[src/rtl/fmul_pkg.sv]
// fmul_pkg: shared constants, result record and packing helper for the
// half-precision multiplier back end.
//   EXP_W/MAN_W/HALF_W   : binary16 field widths
//   EXP_INF/EXP_ZERO     : saturated exponent codes
//   FLAG_OVF_BIT/UNF_BIT : bit positions inside the 2-bit flag field
//   result_t             : {flags, data} record stored in the result FIFO
//   pack_result()        : converts multiplier fields + exceptions to binary16
package fmul_pkg;

  localparam int EXP_W        = 5;
  localparam int MAN_W        = 10;
  localparam int HALF_W       = 16;
  localparam int FLAG_W       = 2;
  localparam int RESULT_W     = FLAG_W + HALF_W;
  localparam int FLAG_OVF_BIT = 1;
  localparam int FLAG_UNF_BIT = 0;

  localparam logic [EXP_W-1:0] EXP_INF  = 5'b11111;
  localparam logic [EXP_W-1:0] EXP_ZERO = 5'b00000;
  localparam logic [MAN_W-1:0] MAN_ZERO = 10'b0000000000;

  typedef struct packed {
    logic [FLAG_W-1:0] flags;
    logic [HALF_W-1:0] data;
  } result_t;

  // Overflow takes priority over underflow: a result flagged both ways is
  // reported as infinity, never as zero.
  function automatic result_t pack_result(
    input logic             sign,
    input logic [EXP_W-1:0] expo,
    input logic [MAN_W-1:0] mant,
    input logic             ovf,
    input logic             unf
  );
    result_t r;
    r.flags = 2'b00;
    if (ovf) begin
      r.data               = {sign, EXP_INF, MAN_ZERO};
      r.flags[FLAG_OVF_BIT] = 1'b1;
    end else if (unf) begin
      r.data               = {sign, EXP_ZERO, MAN_ZERO};
      r.flags[FLAG_UNF_BIT] = 1'b1;
    end else begin
      r.data = {sign, expo, mant};
    end
    return r;
  endfunction

endpackage

[src/rtl/fmul_result_buffer_if.sv]
// fmul_result_buffer_if: producer-side and consumer-side handshake bundle of
// the result buffer.
//   in_*  : multiplier result + exceptions, valid/ready toward the buffer
//   out_* : packed binary16 head entry + flags, valid/ready toward consumer
// Modports: slave = the buffer, master = the environment driving it.
interface fmul_result_buffer_if;
  import fmul_pkg::*;

  logic              in_valid;
  logic              in_ready;
  logic              in_Sign;
  logic [EXP_W-1:0]  in_Exponent;
  logic [MAN_W-1:0]  in_Mantissa;
  logic              in_Overflow;
  logic              in_Underflow;
  logic              out_valid;
  logic              out_ready;
  logic [HALF_W-1:0] out_Data;
  logic [FLAG_W-1:0] out_Flags;

  modport slave (
    input  in_valid, in_Sign, in_Exponent, in_Mantissa, in_Overflow, in_Underflow,
    output in_ready,
    output out_valid, out_Data, out_Flags,
    input  out_ready
  );

  modport master (
    output in_valid, in_Sign, in_Exponent, in_Mantissa, in_Overflow, in_Underflow,
    input  in_ready,
    input  out_valid, out_Data, out_Flags,
    output out_ready
  );

endinterface

[src/rtl/fmul_result_fifo.sv]
// fmul_result_fifo: DEPTH-entry register FIFO with occupancy counter.
//   clk, rst_n : clock, asynchronous active-low reset (clears storage too)
//   push, pop  : write / read strobes (qualified internally against full/empty)
//   wr_data    : entry to write at the write pointer
//   rd_data    : entry at the read pointer (head), no fall-through
//   full/empty : derived from the occupancy counter
module fmul_result_fifo #(
  parameter int DEPTH = 4,
  parameter int WIDTH = 18
) (
  input  logic             clk,
  input  logic             rst_n,
  input  logic             push,
  input  logic             pop,
  input  logic [WIDTH-1:0] wr_data,
  output logic [WIDTH-1:0] rd_data,
  output logic             full,
  output logic             empty
);

  localparam int PTR_W = (DEPTH > 1) ? $clog2(DEPTH) : 1;
  localparam int OCC_W = PTR_W + 1;
  localparam logic [OCC_W-1:0] OCC_FULL = OCC_W'(DEPTH);

  logic [WIDTH-1:0] mem_q [DEPTH];
  logic [WIDTH-1:0] mem_d [DEPTH];
  logic [PTR_W-1:0] wr_ptr_q, wr_ptr_d;
  logic [PTR_W-1:0] rd_ptr_q, rd_ptr_d;
  logic [OCC_W-1:0] occ_q, occ_d;
  logic             push_ok_s;
  logic             pop_ok_s;

  assign full    = (occ_q == OCC_FULL);
  assign empty   = (occ_q == {OCC_W{1'b0}});
  assign rd_data = mem_q[rd_ptr_q];

  // A push into a full FIFO is only legal when the head leaves the same cycle.
  assign push_ok_s = push & (~full | pop);
  assign pop_ok_s  = pop & ~empty;

  // Next-state for storage, pointers and occupancy.
  always_comb begin
    mem_d    = mem_q;
    wr_ptr_d = wr_ptr_q;
    rd_ptr_d = rd_ptr_q;
    occ_d    = occ_q;
    if (push_ok_s) begin
      mem_d[wr_ptr_q] = wr_data;
      wr_ptr_d        = wr_ptr_q + PTR_W'(1);
    end else begin
      wr_ptr_d = wr_ptr_q;
    end
    if (pop_ok_s) begin
      rd_ptr_d = rd_ptr_q + PTR_W'(1);
    end else begin
      rd_ptr_d = rd_ptr_q;
    end
    case ({push_ok_s, pop_ok_s})
      2'b10:   occ_d = occ_q + OCC_W'(1);
      2'b01:   occ_d = occ_q - OCC_W'(1);
      default: occ_d = occ_q;
    endcase
  end

  // State registers; reset flushes every queued entry.
  always_ff @(posedge clk or negedge rst_n) begin
    if (!rst_n) begin
      mem_q    <= '{default: '0};
      wr_ptr_q <= {PTR_W{1'b0}};
      rd_ptr_q <= {PTR_W{1'b0}};
      occ_q    <= {OCC_W{1'b0}};
    end else begin
      mem_q    <= mem_d;
      wr_ptr_q <= wr_ptr_d;
      rd_ptr_q <= rd_ptr_d;
      occ_q    <= occ_d;
    end
  end

endmodule

[src/rtl/fmul_result_buffer.sv]
// fmul_result_buffer: packs multiplier results into binary16 with exception
// saturation, queues them in a small FIFO and tracks exception statistics.
//   clk, reset   : clock, asynchronous active-low reset
//   bus (slave)  : in_* result handshake from multiplier, out_* to consumer
//   ovf_count    : saturating count of accepted overflow results
//   unf_count    : saturating count of accepted underflow results
//   drop_sticky  : set when a valid result met a full FIFO
//   count_clear  : synchronous clear of counters and drop_sticky
module fmul_result_buffer
  import fmul_pkg::*;
#(
  parameter int DEPTH = 4,
  parameter int CNT_W = 8
) (
  input  logic                   clk,
  input  logic                   reset,
  fmul_result_buffer_if.slave    bus,
  output logic [CNT_W-1:0]       ovf_count,
  output logic [CNT_W-1:0]       unf_count,
  output logic                   drop_sticky,
  input  logic                   count_clear
);

  localparam logic [CNT_W-1:0] CNT_MAX = {CNT_W{1'b1}};

  result_t          packed_s;
  result_t          head_s;
  logic             full_s;
  logic             empty_s;
  logic             push_s;
  logic             pop_s;
  logic             in_ready_s;
  logic [CNT_W-1:0] ovf_q, ovf_d;
  logic [CNT_W-1:0] unf_q, unf_d;
  logic             drop_q, drop_d;

  // Pack the incoming result before it is written to the FIFO.
  always_comb begin
    packed_s = pack_result(bus.in_Sign, bus.in_Exponent, bus.in_Mantissa,
                           bus.in_Overflow, bus.in_Underflow);
  end

  // A full FIFO still accepts when its head is being taken the same cycle.
  assign pop_s      = ~empty_s & bus.out_ready;
  assign in_ready_s = ~full_s | pop_s;
  assign push_s     = bus.in_valid & in_ready_s;

  fmul_result_fifo #(
    .DEPTH (DEPTH),
    .WIDTH (RESULT_W)
  ) u_fifo (
    .clk     (clk),
    .rst_n   (reset),
    .push    (push_s),
    .pop     (pop_s),
    .wr_data (packed_s),
    .rd_data (head_s),
    .full    (full_s),
    .empty   (empty_s)
  );

  assign bus.in_ready  = in_ready_s;
  assign bus.out_valid = ~empty_s;
  assign bus.out_Data  = head_s.data;
  assign bus.out_Flags = head_s.flags;

  assign ovf_count   = ovf_q;
  assign unf_count   = unf_q;
  assign drop_sticky = drop_q;

  // Exception counters and drop flag; clear overrides any same-cycle event.
  always_comb begin
    ovf_d  = ovf_q;
    unf_d  = unf_q;
    drop_d = drop_q;
    if (count_clear) begin
      ovf_d  = {CNT_W{1'b0}};
      unf_d  = {CNT_W{1'b0}};
      drop_d = 1'b0;
    end else begin
      if (push_s && packed_s.flags[FLAG_OVF_BIT] && (ovf_q != CNT_MAX)) begin
        ovf_d = ovf_q + CNT_W'(1);
      end else begin
        ovf_d = ovf_q;
      end
      if (push_s && packed_s.flags[FLAG_UNF_BIT] && (unf_q != CNT_MAX)) begin
        unf_d = unf_q + CNT_W'(1);
      end else begin
        unf_d = unf_q;
      end
      if (bus.in_valid && !in_ready_s) begin
        drop_d = 1'b1;
      end else begin
        drop_d = drop_q;
      end
    end
  end

  // Statistics registers.
  always_ff @(posedge clk or negedge reset) begin
    if (!reset) begin
      ovf_q  <= {CNT_W{1'b0}};
      unf_q  <= {CNT_W{1'b0}};
      drop_q <= 1'b0;
    end else begin
      ovf_q  <= ovf_d;
      unf_q  <= unf_d;
      drop_q <= drop_d;
    end
  end

endmodule

[src/flat_wrapper.sv]
// flat-port wrapper written by rule: the top's interface ports become plain ports
module fmul_result_buffer_flat import fmul_pkg::*;
#(
  parameter int DEPTH = 4,
  parameter int CNT_W = 8
)
  (clk, reset, ovf_count, unf_count, drop_sticky, count_clear, bus_in_valid, bus_in_Sign, bus_in_Exponent, bus_in_Mantissa, bus_in_Overflow, bus_in_Underflow, bus_in_ready, bus_out_valid, bus_out_Data, bus_out_Flags, bus_out_ready);
  fmul_result_buffer_if bus_i ();
  input  logic clk;
  input  logic reset;
  output logic [CNT_W-1:0] ovf_count;
  output logic [CNT_W-1:0] unf_count;
  output logic drop_sticky;
  input  logic count_clear;
  input wire logic [$bits(bus_i.in_valid)-1:0] bus_in_valid;
  input wire logic [$bits(bus_i.in_Sign)-1:0] bus_in_Sign;
  input wire logic [$bits(bus_i.in_Exponent)-1:0] bus_in_Exponent;
  input wire logic [$bits(bus_i.in_Mantissa)-1:0] bus_in_Mantissa;
  input wire logic [$bits(bus_i.in_Overflow)-1:0] bus_in_Overflow;
  input wire logic [$bits(bus_i.in_Underflow)-1:0] bus_in_Underflow;
  output wire logic [$bits(bus_i.in_ready)-1:0] bus_in_ready;
  output wire logic [$bits(bus_i.out_valid)-1:0] bus_out_valid;
  output wire logic [$bits(bus_i.out_Data)-1:0] bus_out_Data;
  output wire logic [$bits(bus_i.out_Flags)-1:0] bus_out_Flags;
  input wire logic [$bits(bus_i.out_ready)-1:0] bus_out_ready;
  assign bus_i.in_valid = bus_in_valid;
  assign bus_i.in_Sign = bus_in_Sign;
  assign bus_i.in_Exponent = bus_in_Exponent;
  assign bus_i.in_Mantissa = bus_in_Mantissa;
  assign bus_i.in_Overflow = bus_in_Overflow;
  assign bus_i.in_Underflow = bus_in_Underflow;
  assign bus_in_ready = bus_i.in_ready;
  assign bus_out_valid = bus_i.out_valid;
  assign bus_out_Data = bus_i.out_Data;
  assign bus_out_Flags = bus_i.out_Flags;
  assign bus_i.out_ready = bus_out_ready;
  fmul_result_buffer #(.DEPTH(DEPTH), .CNT_W(CNT_W)) u_core (.clk(clk), .reset(reset), .bus(bus_i), .ovf_count(ovf_count), .unf_count(unf_count), .drop_sticky(drop_sticky), .count_clear(count_clear));
endmodule
[config.mk]
export PLATFORM = sky130hd
export DESIGN_NAME = fmul_result_buffer_flat
export DESIGN_NICKNAME = d
export VERILOG_FILES = /design/src/rtl/fmul_pkg.sv /design/src/rtl/fmul_result_buffer_if.sv /design/src/rtl/fmul_result_fifo.sv /design/src/rtl/fmul_result_buffer.sv /design/src/flat_wrapper.sv
export SDC_FILE = /design/constraint.sdc
export NUM_CORES = 1
export LEC_CHECK = 0
export CAP_MARGIN = 20
export CORE_ASPECT_RATIO = 0.5
export CORE_MARGIN = 4
export CORE_UTILIZATION = 40
export CTS_CLUSTER_SIZE = 14
export DETAILED_ROUTE_END_ITERATION = 10
export GPL_TIMING_DRIVEN = 0
export PLACE_DENSITY = 0.69
export SETUP_SLACK_MARGIN = 0.5
export SLEW_MARGIN = 20
export SYNTH_ARGS = -nofsm -noshare
export SYNTH_HDL_FRONTEND = slang
export SYNTH_SLANG_ARGS = --single-unit
[constraint.sdc]
create_clock -name clk -period 3.1 [get_ports clk]
set_clock_uncertainty 0.15 [all_clocks]
set_input_delay 0.62 -clock clk [delete_from_list [all_inputs] [get_ports clk]]
set_output_delay 0.62 -clock clk [all_outputs]
set_load 0.05 [all_outputs]
==> reports/results.tsv, run 1 <==
metric	value	unit
outcome	finished, final reports clean	
highest metal used	met4	
Clock Tree Root	clkbuf_16	
I/O pin count	60	
clk_lat worst skew	0.34	ns
syn_nets	372	
relative slew slack	55.5	%
maximum vdd ir drop	0.414	mV
first-pass GRT wire length	16.7	mm
unrepaired setup endpoints after global routing	true	
vias in the first global route	3218	
Starting DRT DRC Count	101	
CTS Buf Count	9	
Max Cap Viol	0	
Core Footprint	11200	µm²
CTS H-tree depth	3	
WP data required	2.33	ns
final worst-path cycle share	81.1	%
grt ovf	0	
RePlAce Congestion	0.778	
power density cells	1030	nW/µm²
Overall Global Routing Usage	15.4	%
area grow syn2layout	22.3	%
Worst EP arrival	1.74	ns
worst r2r path cells	9	
Worst Setup End Kind	output port	
fmax	0.398	GHz
Longest Clk Path Bufs	2	
Avg WL per Cell	16.5	µm
pre-CTS setup slack	-0.109	ns
die width	162	µm
Worst-Margin Slew	0.664	ns
post-synthesis sequential area ratio	50.9	%
reg2reg end	u_core.u_fifo.occ_q[2]$_DFFE_PN0P_	
FF-to-FF setup slack	0.73	ns
Synth warnings	0	
antenna cells	0	
met2 WL	4.75	mm
Seq cells post-synth	96	
Site Rows	27	
cell count after synthesis	341	
largest fanout on the critical path	4	
Post-route DRC	0	
Setup-failing EPs final	0	
Final Hold Fails	0	
wire length on met3	277	µm
largest net degree at the start of global routing	61	
Initial Util	41.9	%
ANT nets after route	0	
WS Path Type	input port to output port	
Post-Syn Area per Cell	13.8	µm²
Hold WS	0.0149	ns
Slew Limit Fails	0	
CTS tree	built	
Leakage Power	2.68	nW
nets	443	
placed wire-length estimate	6.52	mm
Routed Wire Length	9.51	mm
initial antenna violation count	0	
Setup WS post-layout	0.586	ns
share of cells above drive strength 1	32.6	%
routed vias/inst	5.00	
Unique masters post-synth	32	
fin crit period	2.51	ns
worst hold path class	input port to async pin	
total clock sinks	96	
Critical Path Source	bus_out_ready	
reg2reg start	u_core.u_fifo.occ_q[0]$_DFFE_PN0P_	
via count	2879	
DR pass1 iterations	4	
Die H	84.8	µm
Port-buffer cells	57	
clock slew at reported path FFs	0.07	ns
crit start category	input port	
Die Area	13700	µm²
Mapped Area	4720	µm²
routed length on met1	4.41	mm
-- what timing repair did --
| item | 4_1_cts | 5_1_grt |
|---|---|---|
| setup endpoints to repair | 21 | 12 |
| hold buffers | 0 | 0 |
| resized for setup | 84 | 25 |
| buffers inserted | 2 | 0 |
| pin swaps | 3 | 2 |
-- critical path, cell delays in order --
cell and delay, ns:
dlygate4sd2_1 0.25, or4b_4 0.55, buf_12 0.15, buf_4 0.18
-- synthesized netlist by cell type (all sizes together) --
cell	count	share of area (%)
or4b	1	0.29
dfrtp	96	51
o31ai	6	0.95
nor2	10	0.80
o2111ai	1	0.56
xor2	5	0.93
nand4	2	0.27
xnor2	3	0.56
and2	11	1.5
fa	1	0.42
mux2i	3	0.64
o21ai	26	2.8
mux2	53	16
or4	6	0.95
a21oi	17	1.8
mux4	18	8.6
buf	15	3.4
ha	7	1.9
inv	9	0.72
o211ai	1	0.45
nand3	12	2.3
and3b	1	0.19
or3	7	0.93
nand2	26	2.1
clkbuf	4	0.32
-- cell families (layout without fill, tap and decap cells) --
group | Yosys count | count (layout) | synth area share, %
buffers and inverters | 28 | 104 | 4.43
DFF | 96 | 96 | 50.9
adders and majority gates | 8 | 8 | 2.28
xor gates and xnor gates | 8 | 8 | 1.49
muxes | 74 | 74 | 25.1
and+or+nand+nor | 76 | 76 | 9.28
AOI/OAI and AO/OA | 51 | 51 | 6.53
-- layout make-up --
class	count	area, µm²
multi-input combinational	217	2130
inverter	9	33.8
sequential	96	2400
clock buffer	9	225
buffer	19	199
fill	990	5480
tap	159	199
clock inverter	7	61.3
timing repair buffer	60	519
-- registers in the layout, indices dropped and copies added, names as in the netlist --
signal                  count
u_core.unf_count            8
u_core.u_fifo.occ_q         3
u_core.u_fifo.rd_ptr_q      2
u_core.drop_sticky          1
u_core.u_fifo.mem_q        72
u_core.ovf_count            8
u_core.u_fifo.wr_ptr_q      2
-- stage by stage --
| stage | cell area (µm²) | TNS, ns | utilization [%] | power, mW | instances |
|---|---|---|---|---|---|
| global route | 5770 | 0 | 51.3 | 6.29 | 576 |
| floorplan | 4720 | 0 | - | 4.28 | 341 |
| global placement | 5490 | -223.96 | 48.8 | 4.99 | 557 |
| CTS | 5830 | 0 | 51.8 | 6.07 | 576 |
| detailed placement | 5520 | -0.312 | 49.1 | 5.07 | 558 |
| finish | 5770 | 0 | 51.3 | 5.92 | 576 |
-- how the worst max path moves through the flow --
stage	end	slack (ns)	cells after the start
3_3_place_gp	u_core.u_fifo.mem_q[51]$_DFFE_PN0P_	-2.34	1
3_5_place_dp	bus_in_ready	-0.11	4
6_report	bus_in_ready	0.59	4
5_1_grt	bus_out_Data[9]	0.49	3
2_1_floorplan	u_core.u_fifo.occ_q[2]$_DFFE_PN0P_	0.51	9
4_1_cts	bus_out_Data[4]	0.45	3
-- per-layer routing --
| metal | up-vias | GRT usage (%) |
|---|---|---|
| met5 | - | 0 |
| met4 | 0 | 3.79 |
| met3 | 6 | 3.83 |
| met2 | 36 | 25.3 |
| met1 | 1467 | 20.7 |
| li1 | 1370 | - |
-- power breakdown --
part	internal (mW)	switching, mW	total (mW)
registers	1.78	0.286	2.07
logic	1.26	1.53	2.79
clock network	0.560	0.508	1.07
total	3.60	2.32	5.92
-- layout by cell type, fill, tap and decap left out, types with 2 or more instances in the layout --
cell type	instances
mux2_2	13
dfrtp_1	96
buf_6	5
dlygate4sd2_1	2
buf_2	22
mux2i_1	3
clkinvlp_4	2
o21ai_1	6
mux2_4	40
buf_4	5
or3_1	7
nor2_1	10
buf_12	5
clkbuf_1	3
nand3_1	8
mux4_2	18
xor2_1	5
a21oi_1	17
clkdlybuf4s50_1	35
clkbuf_16	9
nand3_4	4
o21ai_0	20
inv_6	3
xnor2_1	3
ha_1	6
or4_1	6
nand2_1	25
inv_1	9
nand4_1	2
o31ai_1	6
and2_1	11
(Power assumes the default switching activity.)
==> run 2: changes to the inputs <==
- clock period: 3.1 -> 2.35 ns (I/O delays scaled with it)
==> reports/results.tsv, run 2 (synthesized netlist as in run 1, its figures left out) <==
metric	value	unit	change
Die H	84.8	µm	unchanged
largest fanout on the critical path	4		unchanged
CTS H-tree depth	3		unchanged
first-pass GRT wire length	18.4	mm	+9.9%
die width	162	µm	unchanged
Port-buffer cells	57		unchanged
outcome	finished, final reports clean		
leading cell type in the layout, fill and taps excluded	dfrtp_1		
Longest Clk Path Bufs	2		unchanged
CTS Buf Count	9		unchanged
RePlAce Congestion	0.722		-7.1%
Clock Tree Root	clkbuf_16		
placed wire-length estimate	6.44	mm	-1.2%
Avg WL per Cell	19.2	µm	+17%
WP data required	1.73	ns	-0.60 ns
Final Instance Count excl. Fillers	618		+7.3%
antenna cells	0		unchanged
Worst Setup End Kind	output port		
unrepaired setup endpoints after global routing	true		
setup TNS	0	ns	unchanged
critical path buffer and inverter count	3		unchanged
Final Hold Fails	0		unchanged
commonest cells after routing, fill and taps aside	dfrtp_1 (90), mux2_4 (53), buf_6 (41)		
ANT nets after route	0		unchanged
Initial Util	41.9	%	unchanged
crit start category	flip-flop		
largest net degree at the start of global routing	55		-9.8%
Max Cap Viol	0		unchanged
Worst-Margin Slew	0.820	ns	+0.156 ns
via count	3251		+13%
clock slew at reported path FFs	0.07	ns	about the same
Overall Global Routing Usage	17.1	%	+1.8 points
WS Path Type	flip-flop to output port		
final worst-path cycle share	99.6	%	
Worst EP arrival	1.72	ns	-0.02 ns
Die Area	13700	µm²	unchanged
initial antenna violation count	0		unchanged
Setup WS post-layout	0.00981	ns	-0.576 ns
number of fill cells in the layout	803		-19%
area grow syn2layout	47.0	%	
min-delay src	u_core.u_fifo.mem_q[47]$_DFFE_PN0P_		
pre-CTS setup slack	-0.560	ns	-0.451 ns
Crit-path slowest cell	mux4_2		
routed vias/inst	5.26		+5.2%
reg2reg start	u_core.u_fifo.occ_q[0]$_DFFE_PN0P_		
grt ovf	0		unchanged
relative slew slack	45.1	%	-10 points
Hold WS	0.343	ns	+0.329 ns
Setup-failing EPs final	0		unchanged
Top reg by flops	u_core.u_fifo.mem_q		
max incr delay on CP	0.52	ns	-0.03 ns
fmax	0.427	GHz	
PnR Total Power	9.80	mW	+65%
power density cells	1410	nW/µm²	+38%
crit-path cells	buf_4, buf_16, mux4_2, buf_8		
fin crit period	2.34	ns	
nets	485		+9.5%
total clock sinks	96		unchanged
share of cells above drive strength 1	56.2	%	+24 points
Routed Wire Length	11.9	mm	+25%
Starting DRT DRC Count	129		+28%
Post-route DRC	0		unchanged
CTS tree	built		
Leakage Power	3.20	nW	+19%
Core Footprint	11200	µm²	unchanged
CP top delay family	multiplexers		
maximum vdd ir drop	0.552	mV	+33%
Critical Path Source	u_core.u_fifo.rd_ptr_q[0]$_DFFE_PN0P_		
vias in the first global route	3413		+6.1%
max reg flops	72		unchanged
Slew Limit Fails	0		unchanged
I/O pin count	60		unchanged
clk_lat worst skew	0.35	ns	about the same
worst hold path class	flip-flop to flip-flop		
placed cells	558		unchanged
Site Rows	27		unchanged
DR pass1 iterations	4		unchanged
[run 2: routing by layer]
layer	vias up	GRT usage, %	share of wire [%]
met5	-	0	0
met4	0	5.65	1.0
met3	11	4.41	3.8
met2	76	28.7	51
met1	1699	21.9	44
li1	1465	-	-
[run 2: final cells by class]
cell class	instances	area [µm²]	area share, %
inverter	9	33.8	0.487
sequential	96	2410	34.7
clock buffer	9	225	3.25
clock inverter	7	119	1.71
timing repair buffer	102	1260	18.2
tap	159	199	2.87
multi-input combinational	217	2430	35.1
buffer	19	253	3.64
[run 2: worst min-delay path, cell delays in order, from the launching register on]
cell and delay (ns):
dfrtp_1 0.36, nand2_2 0.06, o21ai_2 0.05
[run 2: what timing repair did]
action | CTS | global route
pin swaps | 30 | 13
gates cloned | 11 | 1
endpoints found under the setup margin | 129 | 115
gates resized for setup | 264 | 85
endpoints found under the hold margin | 53 | 0
hold buffers | 1 | 0
buffers inserted | 26 | 5
[run 2: stage by stage]
step,util [%],area (µm²)
final,61.7,6940
after global placement,49.8,5600
after global routing,61.7,6940
after CTS,59.0,6640
after detailed placement,49.9,5620
after floorplan,-,4830
[run 2: path summary, 6_finish.rpt]
check / to / slack [ns] / cells after the start
max in group asynchronous: u_core.u_fifo.mem_q[26]$_DFFE_PN0P_ / 0.94 / 3
min in group asynchronous: u_core.unf_count[2]$_DFFE_PN0P_ / 0.49 / 2
max: bus_out_Data[14] / 0.01 / 4
max reg2reg: u_core.u_fifo.occ_q[2]$_DFFE_PN0P_ / 0.07 / 9
min: u_core.u_fifo.mem_q[47]$_DFFE_PN0P_ / 0.34 / 2
min reg2reg: u_core.u_fifo.mem_q[47]$_DFFE_PN0P_ / 0.34 / 2
[run 2: power breakdown]
| group | internal (mW) | switching (mW) |
|---|---|---|
| Sequential | 2.36 | 0.467 |
| Combinational | 2.83 | 2.46 |
| Clock | 1.04 | 0.644 |
| Total | 6.23 | 3.57 |
==> run 3: changes to the inputs <==
- CORE_MARGIN: 4 -> 5
==> reports/results.tsv, run 3 (synthesized netlist as in run 1, its figures left out) <==
metric	value	unit	change
Slew Limit Fails	0		unchanged
clock slew at reported path FFs	0.06	ns	about the same
ANT nets after route	0		unchanged
fin crit period	2.34	ns	+0.00481 ns
final worst-path cycle share	99.8	%	+0.20 points
vias in the first global route	3268		-4.2%
setup TNS	0	ns	unchanged
die width	164	µm	+1.2%
leading cell type in the layout, fill and taps excluded	dfrtp_1		
CTS H-tree depth	3		unchanged
initial antenna violation count	0		unchanged
Port-buffer cells	57		unchanged
worst hold stages	2		unchanged
maximum vdd ir drop	0.680	mV	+23%
Core Footprint	11700	µm²	+3.7%
Leakage Power	3.17	nW	-0.94%
Starting DRT DRC Count	148		+15%
worst hold path class	flip-flop to flip-flop		
CP top delay family	buffers and inverters		
Setup-failing EPs final	0		unchanged
DR pass1 iterations	4		unchanged
Worst EP arrival	1.72	ns	about the same
max incr delay on CP	0.55	ns	+0.03 ns
number of fill cells in the layout	875		+9.0%
relative slew slack	53.7	%	+8.6 points
RePlAce Congestion	0.723		about the same
PnR Total Power	9.43	mW	-3.8%
Layout Utilization	58.4	%	-3.3 points
Crit-path slowest cell	or4b_4		
Top reg by flops	u_core.u_fifo.mem_q		
via count	3167		-2.6%
WS Path Type	input port to output port		
largest net degree at the start of global routing	53		-3.6%
crit-path cells	dlygate4sd2_1, or4b_4, buf_12, buf_4, buf_12		
total clock sinks	96		unchanged
crit start category	input port		
routed vias/inst	5.08		-3.5%
antenna cells	0		unchanged
fmax	0.426	GHz	-0.21%
CTS Buf Count	9		unchanged
Longest Clk Path Bufs	2		unchanged
commonest cells after routing, fill and taps aside	dfrtp_1 (90), mux2_4 (52), buf_8 (22)		
Final Hold Fails	0		unchanged
outcome	finished, final reports clean		
CP dominant cell by count	buf_12		
Final Instance Count excl. Fillers	624		+0.97%
Overall Global Routing Usage	15.7	%	-1.4 points
Clock Tree Root	clkbuf_16		
I/O pin count	60		unchanged
placed cells	564		+1.1%
critical path buffer and inverter count	4		+1
max reg flops	72		unchanged
grt ovf	0		unchanged
Max Cap Viol	0		unchanged
Site Rows	28		+3.7%
Post-route DRC	0		unchanged
area post-placement	5630	µm²	+0.27%
design area	6810	µm²	-1.8%
Die H	86.8	µm	+2.4%
area grow syn2layout	44.4	%	
Worst-Margin Slew	0.692	ns	-0.128 ns
worst r2r path cells	8		-1
CP Depth	5		+1
clk_lat worst skew	0.34	ns	about the same
nets	485		unchanged
WP data required	1.73	ns	about the same
first-pass GRT wire length	17.2	mm	-6.6%
Die Area	14200	µm²	+3.6%
share of cells above drive strength 1	50.3	%	-5.9 points
placed wire-length estimate	6.43	mm	-0.29%
unrepaired setup endpoints after global routing	true		
Routed Wire Length	11.3	mm	-5.2%
Initial Util	40.4	%	-1.5 points
CTS tree	built		
Avg WL per Cell	18.1	µm	-6.1%
largest fanout on the critical path	3		-1
Worst Setup End Kind	output port		
power density cells	1380	nW/µm²	-2.0%
==> run 3: what timing repair did <==
item                                   4_1_cts  5_1_grt
hold buffers                                 1        0
cloned                                       8        3
buffers inserted                            21       11
resized for setup                          230       85
pin swaps                                   14       16
endpoints found under the hold margin       44        0
setup endpoints to repair                  129      115
==> run 3: worst paths after layout <==
check / startpoint / to / slack [ns]
min in group asynchronous: reset / u_core.unf_count[2]$_DFFE_PN0P_ / 0.46
hold / removal: u_core.u_fifo.mem_q[31]$_DFFE_PN0P_ / u_core.u_fifo.mem_q[31]$_DFFE_PN0P_ / 0.34
hold reg to reg: u_core.u_fifo.mem_q[31]$_DFFE_PN0P_ / u_core.u_fifo.mem_q[31]$_DFFE_PN0P_ / 0.34
max in group asynchronous: reset / u_core.u_fifo.mem_q[58]$_DFFE_PN0P_ / 0.98
setup reg to reg: u_core.u_fifo.occ_q[0]$_DFFE_PN0P_ / u_core.u_fifo.mem_q[58]$_DFFE_PN0P_ / 0.06
setup / recovery: bus_out_ready / bus_in_ready / 0.005
==> run 3: where the power goes <==
part | internal [mW] | leakage [nW] | switching (mW)
clock | 0.761 | 0.137 | 0.664
combinational | 2.83 | 1.79 | 2.37
sequential | 2.35 | 1.24 | 0.452
total | 5.95 | 3.17 | 3.48
==> run 3: layout make-up <==
type | count | area, µm² | share of cell area (%)
buffer | 19 | 256 | 3.77
clock buffer | 10 | 239 | 3.51
clock inverter | 6 | 52.6 | 0.771
inverter | 9 | 33.8 | 0.496
multi-input combinational | 217 | 2300 | 33.8
sequential | 96 | 2410 | 35.4
tap | 165 | 206 | 3.03
timing repair buffer | 102 | 1310 | 19.3
==> run 3: metal layers <==
layer | vias up | global-route usage [%] | wire (µm)
li1 | 1460 | - | -
met4 | 0 | 4.26 | 189
met2 | 56 | 26.7 | 5740
met5 | - | 0 | 0
met1 | 1633 | 20.2 | 5010
met3 | 18 | 4.13 | 341
==> run 3: per-stage QoR <==
step,hold slack [ns],setup WS (ns)
global route,0.369,-0.0580
detailed placement,0.279,-0.565
floorplan,0.0244,0.0336
finish,0.338,0.00501
CTS,0.332,0.0273
global placement,0.310,-3.30
==> run 3: worst register-to-register path, cell delays in order (launching register included) <==
cell and delay, ns:
dfrtp_1 0.39, or4b_4 0.54, buf_12 0.15, buf_4 0.15, buf_8 0.14, nand3_4 0.12
buf_12 0.12, buf_12 0.12, mux2_4 0.30
